==> config.mk <==
export PLATFORM = sky130hd
export DESIGN_NAME = uart_text_console
export DESIGN_NICKNAME = d
export VERILOG_FILES = /design/src/rtl/uart_console_pkg.sv /design/src/rtl/console_rx_fifo.sv /design/src/rtl/uart_text_console.sv
export SDC_FILE = /design/constraint.sdc
export NUM_CORES = 1
export LEC_CHECK = 0
export CAP_MARGIN = 20
export CORE_MARGIN = 2
export CORE_UTILIZATION = 45
export CTS_CLUSTER_DIAMETER = 50
export CTS_CLUSTER_SIZE = 16
export DETAILED_ROUTE_END_ITERATION = 10
export PLACE_DENSITY = 0.67
export SYNTH_ARGS = -nofsm -noshare
export SYNTH_HDL_FRONTEND = slang
export SYNTH_SLANG_ARGS = --single-unit
==> constraint.sdc <==
create_clock -name clk -period 3.43 [get_ports clk]
set_input_delay 0.686 -clock clk [delete_from_list [all_inputs] [get_ports clk]]
set_output_delay 0.686 -clock clk [all_outputs]
set_load 0.01 [all_outputs]
==> src/rtl/uart_console_pkg.sv <==
// ---------------------------------------------------------------------------
// uart_console_pkg
//   Shared types and constants for the UART text console.
//   - state_t    : console FSM states (ST_ECHO exists only when the
//                  UART_CONSOLE_ECHO_EN macro is defined)
//   - CH_*       : control characters recognised by the console
//   - PRINT_MIN/PRINT_MAX : inclusive printable range written to the screen
//   - is_printable() : helper deciding whether a byte becomes a cell write
// ---------------------------------------------------------------------------
package uart_console_pkg;

`ifdef UART_CONSOLE_ECHO_EN
  typedef enum logic [1:0] {
    ST_IDLE  = 2'd0,
    ST_WRITE = 2'd1,
    ST_CLEAR = 2'd2,
    ST_ECHO  = 2'd3
  } state_t;
`else
  typedef enum logic [1:0] {
    ST_IDLE  = 2'd0,
    ST_WRITE = 2'd1,
    ST_CLEAR = 2'd2
  } state_t;
`endif

  localparam logic [7:0] CH_BS    = 8'h08;
  localparam logic [7:0] CH_LF    = 8'h0A;
  localparam logic [7:0] CH_FF    = 8'h0C;
  localparam logic [7:0] CH_CR    = 8'h0D;
  localparam logic [7:0] CH_SPACE = 8'h20;

  localparam logic [7:0] PRINT_MIN = 8'h20;
  localparam logic [7:0] PRINT_MAX = 8'h7E;

  function automatic logic is_printable(input logic [7:0] ch);
    return (ch >= PRINT_MIN) && (ch <= PRINT_MAX);
  endfunction

endpackage

==> src/rtl/console_rx_fifo.sv <==
// ---------------------------------------------------------------------------
// console_rx_fifo
//   Small first-word-fall-through byte FIFO buffering received UART bytes
//   while the console is busy (e.g. during a screen clear).
//   Parameters:
//     DEPTH     entries, power of two, >= 2
//   Ports:
//     clk        system clock
//     reset_n    asynchronous active-low reset
//     push       write strobe, push_data stored when space is available
//     push_data  byte to store
//     pop        remove the head entry (ignored when empty)
//     pop_data   head entry, valid whenever empty is low
//     empty      no entries stored
//     overflow   sticky: a push was dropped because the FIFO was full
// ---------------------------------------------------------------------------
module console_rx_fifo #(
  parameter int DEPTH = 4
) (
  input  logic       clk,
  input  logic       reset_n,
  input  logic       push,
  input  logic [7:0] push_data,
  input  logic       pop,
  output logic [7:0] pop_data,
  output logic       empty,
  output logic       overflow
);

  localparam int PTR_W = $clog2(DEPTH);

  // Pointers carry one extra wrap bit so full and empty are distinguishable.
  logic [PTR_W:0]   wr_ptr_reg;
  logic [PTR_W:0]   rd_ptr_reg;
  logic             overflow_reg;
  logic [7:0]       mem_reg [DEPTH];
  logic [DEPTH-1:0] entry_we;
  logic             full;
  logic             pop_ok;
  logic             push_ok;

  assign empty = (wr_ptr_reg == rd_ptr_reg);
  assign full  = (wr_ptr_reg[PTR_W] != rd_ptr_reg[PTR_W]) &&
                 (wr_ptr_reg[PTR_W-1:0] == rd_ptr_reg[PTR_W-1:0]);

  assign pop_ok = pop && !empty;
  // A pop in the same cycle frees the slot, so a push into a full FIFO
  // is still accepted then.
  assign push_ok = push && (!full || pop_ok);

  generate
    for (genvar gi = 0; gi < DEPTH; gi++) begin : g_we
      assign entry_we[gi] = push_ok && (wr_ptr_reg[PTR_W-1:0] == PTR_W'(gi));
    end
  endgenerate

  always_ff @(posedge clk) begin
    for (int i = 0; i < DEPTH; i++) begin
      if (entry_we[i]) begin
        mem_reg[i] <= push_data;
      end
    end
  end

  // Head is read combinationally so the console can decode it in the pop cycle.
  assign pop_data = mem_reg[rd_ptr_reg[PTR_W-1:0]];

  always_ff @(posedge clk or negedge reset_n) begin
    if (!reset_n) begin
      wr_ptr_reg   <= '0;
      rd_ptr_reg   <= '0;
      overflow_reg <= 1'b0;
    end else begin
      if (push_ok) begin
        wr_ptr_reg <= wr_ptr_reg + 1'b1;
      end
      if (pop_ok) begin
        rd_ptr_reg <= rd_ptr_reg + 1'b1;
      end
      if (push && !push_ok) begin
        overflow_reg <= 1'b1;
      end
    end
  end

  assign overflow = overflow_reg;

endmodule

==> src/rtl/uart_text_console.sv <==
// ---------------------------------------------------------------------------
// uart_text_console
//   Turns received UART bytes into writes to a VGA text-cell RAM. Keeps a
//   cursor, interprets CR, LF, BS and FF (clear screen), buffers bytes in a
//   small FIFO and optionally echoes every processed byte back to the UART.
//
//   Optional feature macro: UART_CONSOLE_ECHO_EN
//     defined   : every decoded byte is echoed via tx_start/tx_data once its
//                 action is done, waiting while tx_busy is high.
//     undefined : no echo; tx_start/tx_data are 0 and tx_busy is ignored.
//
//   Parameters: COLS, ROWS, FIFO_DEPTH (power of 2, >= 2), COLOR_W.
//   Ports:
//     clk        system clock
//     reset_n    asynchronous active-low reset
//     rx_data    received byte, rx_valid one-cycle strobe
//     color_sel  colour stored with every cell written
//     wr_en      text RAM write strobe
//     wr_addr    cell address row*COLS+col
//     wr_data    {colour, char}
//     cur_row    cursor row, cur_col cursor column
//     overflow   sticky: a byte was dropped on a full FIFO
//     tx_data    echo byte, tx_start one-cycle echo request
//     tx_busy    transmitter busy
// ---------------------------------------------------------------------------
module uart_text_console
  import uart_console_pkg::*;
#(
  parameter  int COLS       = 80,
  parameter  int ROWS       = 30,
  parameter  int FIFO_DEPTH = 4,
  parameter  int COLOR_W    = 2,
  localparam int ADDR_W     = $clog2(COLS * ROWS),
  localparam int ROW_W      = (ROWS > 1) ? $clog2(ROWS) : 1,
  localparam int COL_W      = (COLS > 1) ? $clog2(COLS) : 1
) (
  input  logic                 clk,
  input  logic                 reset_n,
  input  logic [7:0]           rx_data,
  input  logic                 rx_valid,
  input  logic [COLOR_W-1:0]   color_sel,
  output logic                 wr_en,
  output logic [ADDR_W-1:0]    wr_addr,
  output logic [COLOR_W+7:0]   wr_data,
  output logic [ROW_W-1:0]     cur_row,
  output logic [COL_W-1:0]     cur_col,
  output logic                 overflow,
  output logic [7:0]           tx_data,
  output logic                 tx_start,
  input  logic                 tx_busy
);

  localparam logic [ROW_W-1:0]  ROW_LAST  = ROW_W'(ROWS - 1);
  localparam logic [COL_W-1:0]  COL_LAST  = COL_W'(COLS - 1);
  localparam logic [ADDR_W-1:0] ADDR_LAST = ADDR_W'(COLS * ROWS - 1);

  // State entered once a byte's own action has finished.
`ifdef UART_CONSOLE_ECHO_EN
  localparam state_t ST_DONE = ST_ECHO;
`else
  localparam state_t ST_DONE = ST_IDLE;
`endif

  state_t               state_reg;
  logic                 wr_en_reg;
  logic [ADDR_W-1:0]    wr_addr_reg;
  logic [COLOR_W+7:0]   wr_data_reg;
  logic [ROW_W-1:0]     row_reg;
  logic [COL_W-1:0]     col_reg;

  logic                 fifo_pop;
  logic                 fifo_empty;
  logic [7:0]           fifo_data;
  logic [ADDR_W-1:0]    cell_addr;
  logic [ROW_W-1:0]     row_wrap_next;

  console_rx_fifo #(
    .DEPTH (FIFO_DEPTH)
  ) u_fifo (
    .clk       (clk),
    .reset_n   (reset_n),
    .push      (rx_valid),
    .push_data (rx_data),
    .pop       (fifo_pop),
    .pop_data  (fifo_data),
    .empty     (fifo_empty),
    .overflow  (overflow)
  );

  // The head byte is consumed in the same cycle it is decoded.
  assign fifo_pop = (state_reg == ST_IDLE) && !fifo_empty;

  assign cell_addr     = ADDR_W'(row_reg) * ADDR_W'(COLS) + ADDR_W'(col_reg);
  assign row_wrap_next = (row_reg == ROW_LAST) ? '0 : row_reg + 1'b1;

`ifdef UART_CONSOLE_ECHO_EN
  logic [7:0] byte_reg;
  logic [7:0] tx_data_reg;
  logic       tx_start_reg;
`endif

  always_ff @(posedge clk or negedge reset_n) begin
    if (!reset_n) begin
      state_reg    <= ST_IDLE;
      wr_en_reg    <= 1'b0;
      wr_addr_reg  <= '0;
      wr_data_reg  <= '0;
      row_reg      <= '0;
      col_reg      <= '0;
`ifdef UART_CONSOLE_ECHO_EN
      byte_reg     <= '0;
      tx_data_reg  <= '0;
      tx_start_reg <= 1'b0;
`endif
    end else begin
      wr_en_reg <= 1'b0;
`ifdef UART_CONSOLE_ECHO_EN
      tx_start_reg <= 1'b0;
`endif
      case (state_reg)
        ST_IDLE: begin
          if (!fifo_empty) begin
`ifdef UART_CONSOLE_ECHO_EN
            byte_reg <= fifo_data;
`endif
            state_reg <= ST_DONE;
            if (is_printable(fifo_data)) begin
              wr_en_reg   <= 1'b1;
              wr_addr_reg <= cell_addr;
              wr_data_reg <= {color_sel, fifo_data};
              if (col_reg == COL_LAST) begin
                col_reg <= '0;
                row_reg <= row_wrap_next;
              end else begin
                col_reg <= col_reg + 1'b1;
              end
              state_reg <= ST_WRITE;
            end else begin
              case (fifo_data)
                CH_CR: col_reg <= '0;
                CH_LF: row_reg <= row_wrap_next;
                CH_BS: begin
                  // Backspace at column 0 is a no-op; otherwise blank the
                  // cell left of the cursor, which stays on the same row.
                  if (col_reg != '0) begin
                    col_reg     <= col_reg - 1'b1;
                    wr_en_reg   <= 1'b1;
                    wr_addr_reg <= cell_addr - ADDR_W'(1);
                    wr_data_reg <= {color_sel, CH_SPACE};
                    state_reg   <= ST_WRITE;
                  end
                end
                CH_FF: begin
                  // First sweep write is issued here; wr_addr_reg then
                  // doubles as the sweep counter.
                  wr_en_reg   <= 1'b1;
                  wr_addr_reg <= '0;
                  wr_data_reg <= {color_sel, CH_SPACE};
                  state_reg   <= ST_CLEAR;
                end
                default: ;
              endcase
            end
          end
        end

        // Spacer cycle while the write is on the bus; keeps writes from
        // successive bytes at least one cycle apart.
        ST_WRITE: state_reg <= ST_DONE;

        ST_CLEAR: begin
          if (wr_addr_reg == ADDR_LAST) begin
            row_reg   <= '0;
            col_reg   <= '0;
            state_reg <= ST_DONE;
          end else begin
            wr_en_reg   <= 1'b1;
            wr_addr_reg <= wr_addr_reg + 1'b1;
          end
        end

`ifdef UART_CONSOLE_ECHO_EN
        ST_ECHO: begin
          if (!tx_busy) begin
            tx_start_reg <= 1'b1;
            tx_data_reg  <= byte_reg;
            state_reg    <= ST_IDLE;
          end
        end
`endif

        default: state_reg <= ST_IDLE;
      endcase
    end
  end

  assign wr_en   = wr_en_reg;
  assign wr_addr = wr_addr_reg;
  assign wr_data = wr_data_reg;
  assign cur_row = row_reg;
  assign cur_col = col_reg;

`ifdef UART_CONSOLE_ECHO_EN
  assign tx_start = tx_start_reg;
  assign tx_data  = tx_data_reg;
`else
  logic unused_tx_busy;
  assign unused_tx_busy = tx_busy;
  assign tx_start = 1'b0;
  assign tx_data  = 8'h00;
`endif

endmodule

======== Word level (Yosys, flattened, before mapping) ========
Memory sizes are Yosys's and may differ from the RTL's.
Index checks and enable logic that the tools add are counted.
storage, ports and cells
  memories kept ........................... 1
  register bits after elaboration ......... 44
  input port bits ......................... 14
  memory bits (writable) .................. 32
memories
  memory          depth  bits a word  rd ports  clocked after Yosys merged registers in  write ports  RTL line               source
  u_fifo.mem_reg  4      8            1         0                                        1            console_rx_fifo.sv:36  logic [7:0] mem_reg [DEPTH];
cells by class
  reduce and logical (&&, ||, !) cells .... 27
  bitwise logic cells ..................... 1
  $mul .................................... 1
  add/subtract/negate cells ............... 8
  order comparisons ....................... 2
  multiplexer cells ....................... 52
  equal/unequal tests ..................... 23
operators by type and width
  kind                                                 count
  two-way mux 12 bit                                   4
  one-hot mux 12 bit (2 select lines)                  2
  two-way mux 7 bit                                    5
  == test 8 x 4 -> 1 bit, second input constant        4
  two-way mux 5 bit                                    6
  one-hot mux 7 bit (2 select lines)                   2
  two-way mux 8 bit                                    3
  OR reduction 8 bit                                   3
  two-way mux 10 bit                                   2
  one-hot mux 10 bit (2 select lines)                  1
  two-way mux 1 bit                                    16
  AND reduction 5 bit                                  3
  adder 12 x 1 -> 12 bit, second input constant        1
  adder 12 x 7 -> 12 bit                               1
  == test 12 bit, second input constant                1
  two-way mux 2 bit                                    6
  subtractor 12 x 1 -> 12 bit, second input constant   1
  logical AND 1 bit                                    10
  one-hot mux 5 bit (2 select lines)                   1
  >= comparator 8 x 6 -> 1 bit, second input constant  1
  <= comparator 8 x 7 -> 1 bit, second input constant  1
  multiplier 5 x 3 -> 8 bit, second input constant     1
  != test 4 x 1 -> 1 bit, second input constant        2
  one-hot mux 2 bit (2 select lines)                   2
  other kinds (26)                                     35

======== Logic depth before layout (Yosys ltp) ========
  depth in word-level cells ............... 13
  gate-level depth with buffers ........... 12

======== Modules after synthesis ========
From an unflattened synthesis, not the netlist that was laid out.
unflattened totals
  cells, all modules ...................... 449
  area total of the unflattened synthesis .. 4712.0 um^2
modules (own cells, without submodules)
  module             area an instance (um^2)  cells an instance  instances
  uart_text_console  3040.4                   365                1
  console_rx_fifo    1671.6                   84                 1

======== Least setup slack after synthesis ========
OpenSTA, ideal clock, no wires.
  path kind ............................... reg-to-reg
  start point ............................. register row_reg[1], in the netlist cur_row[1]
  end point ............................... register wr_addr_reg[11], in the netlist wr_addr[11]
  setup slack ............................. 319 ps
  arrival time ............................ 3035 ps
  period minus slack after synthesis ...... 3111 ps
  required time ........................... 3353 ps
  stages on the path, launching flop included .. 12
  cell sequence ........................... dfrtp_1 > ha_1 > ha_1 > fa_1 > nor2b_1 > or2_2 > xor2_1 > or4_1 > nor3_1 > xor2_1 > a21oi_1 > o21ai_1
on the way
  cells in the longest elaborated chain, start to end .. 8
RTL lines
  what                                   RTL line                  source
  start, declared                        uart_text_console.sv:68   logic [ROW_W-1:0] row_reg;
  start signal, assigned                 uart_text_console.sv:133  row_reg <= row_wrap_next;
  start signal, assigned                 uart_text_console.sv:141  CH_LF: row_reg <= row_wrap_next;
  multiplier 5 x 3 -> 8 bit *            uart_text_console.sv:93   assign cell_addr = ADDR_W'(row_reg) * ADDR_W'(COLS) + ADDR_W'(col_reg);
  adder 12 x 7 -> 12 bit *               uart_text_console.sv:93
  subtractor 12 x 1 -> 12 bit            uart_text_console.sv:148  wr_addr_reg <= cell_addr - ADDR_W'(1);
  two-way mux 12 bit                     uart_text_console.sv:145  if (col_reg != '0) begin
  one-hot mux 12 bit (2 select lines)    uart_text_console.sv:139  case (fifo_data)
  two-way mux 12 bit *                   uart_text_console.sv:127  if (is_printable(fifo_data)) begin
  two-way mux 12 bit *                   uart_text_console.sv:122  if (!fifo_empty) begin
  one-hot mux 12 bit (2 select lines) *  uart_text_console.sv:120  case (state_reg)
  end signal, assigned                   uart_text_console.sv:129  wr_addr_reg <= cell_addr;
  end signal, assigned                   uart_text_console.sv:148
  end signal, assigned                   uart_text_console.sv:178  wr_addr_reg <= wr_addr_reg + 1'b1;
  end, declared                          uart_text_console.sv:66   logic [ADDR_W-1:0] wr_addr_reg;
Every way passes the cells marked *; elsewhere a longest branch is shown, timed or not. The select of a mux whose other input is x is not followed.
A chain may end at the register's enable or synchronous reset.

======== Final worst setup path ========
  start point ............................. register row_reg[3], in the netlist cur_row[3]
  end point ............................... register wr_addr_reg[11], in the netlist wr_addr[11]
The elaborated chain is that of the path after synthesis.

==> results.toml <==
[drt]
viasPerCell = 5.50
route.vias.total = 3304
drc_errors = 0
wirelength_mm = 9.50
drtPass1Iterations = 4
drtIter0Drc = 174
post_drt_wl_per_cell_um = 15.8
postRouteAntennaNets = 0

[global_route]
grt_overflow_total = 0
grt_pass1_vias = 3180
grt_usage = 0.191
grt_max_degree = 45
grt_pass1_wl_mm = 15.4
antenna_found_initial = 0

[final_layout]
fill_cells = 870
antenna_cells = 0
finalNetCount = 500
largest_register_ffs = 32
layout_commonest_cell = "clkdlybuf4s50_1"
layout-drive-gt1-share = 0.107
fin_area_um2 = 5220
final_cell_mix = "clkdlybuf4s50_1, dfrtp_1, edfxtp_1, nand2_1, o21ai_0"
synthToLayoutAreaGrowth_pct = 18.7

[setup_path]
worstSetupStartpointType = "flip-flop"
cp_max_fo = 6
crit_arrival_ns = 3.56
worst_setup_path_end_kind = "flip-flop"
r2r_slack_ns = 0.16
crit_required_ns = 3.72
worstSetupPathType = "flip-flop to flip-flop"

[sta]
clock.fmax_mhz = 306
fin_skew_ns = 0.00962
final_hold_viol_count = 0
slew_violations = 0
period_share = 0.953
worstMarginPinSlew_ns = 0.836
finalCriticalPeriod_ns = 3.27
slew_headroom = 0.443
setup_viol = 0
rsz0062_at_grt = "no"
fin_tns_setup_ns = 0

[synthesis]
yosys_warnings = 0
synth_top_cell_area_share = 0.251
synthCells = 410
ys_async_sr_fraction = 0.579
yosysUniqueCellTypes = 65
ys_seq_area_frac = 0.469
synth_area_leaders = "dfrtp_1, edfxtp_1, ha_1"
syn_avg_cell_area_um2 = 10.7
synth_edf_count = 32
syn_area_um2 = 4390
synth_top_area_cell = "dfrtp_1"
synth_ff_type = "dfrtp_1"
synth-seq-cells = 76

[placed_design]
dpl.hpwl_mm = 6.72
place.gp.congestion = 0.885
port_buffers = 48
place_area_um2 = 4990

[cts]
cts_max_path_buffers = 2
root_buffer = "clkbuf_8"
cts_buffers = 9
ctsHoldBuffers = 0
worstSkewPairLatency_ns = 0.36
cts_tree = "built"
cts.sinks = 76
htreeDepth = 3
clk_pin_slew_worst_paths_ns = 0.09
postCtsSetupRepairBufs = 0

[floorplan]
dieArea_um2 = 10600
die_h_um = 103
ioPinCount = 59
fp.dieW_um = 103
coreArea_um2 = 9640
placementRows = 36
initial_utilization = 0.456

[status]
status = "complete, no violations"

[power_and_ir_drop]
pwr_density_cell_nw_per_um2 = 1010
p_leak_nw = 2.10
peakVddDrop_uv = 336

[job]
drv_cap = 0

[worst_hold_path]
min_path_type = "input pin to asynchronous set/reset pin"
power by group:
group | switching [mW] | internal (mW) | leakage (nW) | total (mW)
Clock | 0.359 | 0.344 | 0.0975 | 0.703
Combinational | 1.60 | 1.40 | 1.16 | 3.00
Sequential | 0.282 | 1.27 | 0.848 | 1.56
path summary, 6_finish.rpt:
path / to / startpoint / cells after the start
max in group asynchronous: u_fifo.rd_ptr_reg[1]$_DFFE_PN0P_ / reset_n / 2
min: u_fifo.wr_ptr_reg[0]$_DFFE_PN0P_ / reset_n / 1
min reg2reg: u_fifo.overflow$_DFFE_PN0P_ / u_fifo.overflow$_DFFE_PN0P_ / 1
max reg2reg: wr_addr[11]$_DFFE_PN0P_ / cur_row[3]$_DFFE_PN0P_ / 11
min in group clk: u_fifo.overflow$_DFFE_PN0P_ / u_fifo.overflow$_DFFE_PN0P_ / 1
max: wr_addr[11]$_DFFE_PN0P_ / cur_row[3]$_DFFE_PN0P_ / 11
cells in the mapped netlist (5+ instances only):
cell type  count
a21o_1         5
a21oi_1       20
a22o_1         6
a31oi_1        5
and2_1         9
and3_1         6
buf_4         11
clkbuf_1      12
dfrtp_1       44
edfxtp_1      32
ha_1          21
inv_1         12
mux4_2         8
nand2_1       31
nand3_1       14
nor2_1        26
nor2b_1        8
nor3_1        13
nor3b_1        5
o21ai_0       28
o21ai_1        9
xnor2_1       13
xor2_1         9
worst max-delay path, cell delays in order, from the launching register on:
cell	delay (ns)
dfrtp_1	0.45
ha_1	0.32
ha_1	0.22
fa_1	0.40
nor2b_1	0.17
or2_2	0.30
xor2_1	0.19
or4_1	0.57
nor3_2	0.16
xor2_1	0.20
a21oi_1	0.09
o21ai_1	0.13
layout make-up:
| class | instances | area (um2) | share of cell area |
|---|---|---|---|
| flip-flops and latches | 76 | 2060 | 0.395 |
| repair buffers | 62 | 593 | 0.114 |
| well taps | 133 | 166 | 0.0319 |
| clock inverters | 6 | 72.6 | 0.0139 |
| clock buffers | 10 | 128 | 0.0245 |
| multi-input cells | 302 | 2150 | 0.412 |
| inverters | 12 | 45.0 | 0.00863 |
kinds of logic (layout without fill, tap and decap cells):
kind of cell / count (synthesis) / count (layout) / share of synthesized area
simple gates: 126 / 126 / 0.150
compound gates: 111 / 111 / 0.169
flops: 76 / 76 / 0.469
buf+inv: 40 / 90 / 0.0493
fa+ha+maj: 23 / 23 / 0.0689
xor+xnor: 22 / 22 / 0.0439
mux: 11 / 11 / 0.0487
other cells: 1 / 9 / 0.000853
metrics by stage:
step / hold WS [ns] / utilization / setup WS, ns / cells / total power, mW
floorplan: 0.390 / - / 0.319 / 418 / 3.67
global placement: 0.445 / 0.518 / 0.236 / 584 / 4.49
detailed placement: 0.446 / 0.518 / 0.159 / 584 / 4.58
CTS: 0.464 / 0.539 / 0.133 / 600 / 5.30
global route: 0.228 / 0.541 / 0.0244 / 601 / 5.73
finish: 0.225 / 0.541 / 0.161 / 601 / 5.26
per-layer routing:
metal / up-vias / GRT usage / wire length [um] / share of wire
met3: 12 / 0.0400 / 392 / 0.041
met2: 71 / 0.321 / 4690 / 0.49
met5: - / 0 / 0 / 0
met4: 0 / 0.0820 / 156 / 0.016
li1: 1607 / - / - / -
met1: 1614 / 0.241 / 4250 / 0.45
timing repair:
| action | CTS | global route |
|---|---|---|
| endpoints found under the hold margin | 0 | 0 |
| resized for setup | 0 | 1 |
| setup endpoints to repair | 0 | 1 |
Power figures use the tool's default switching activity.
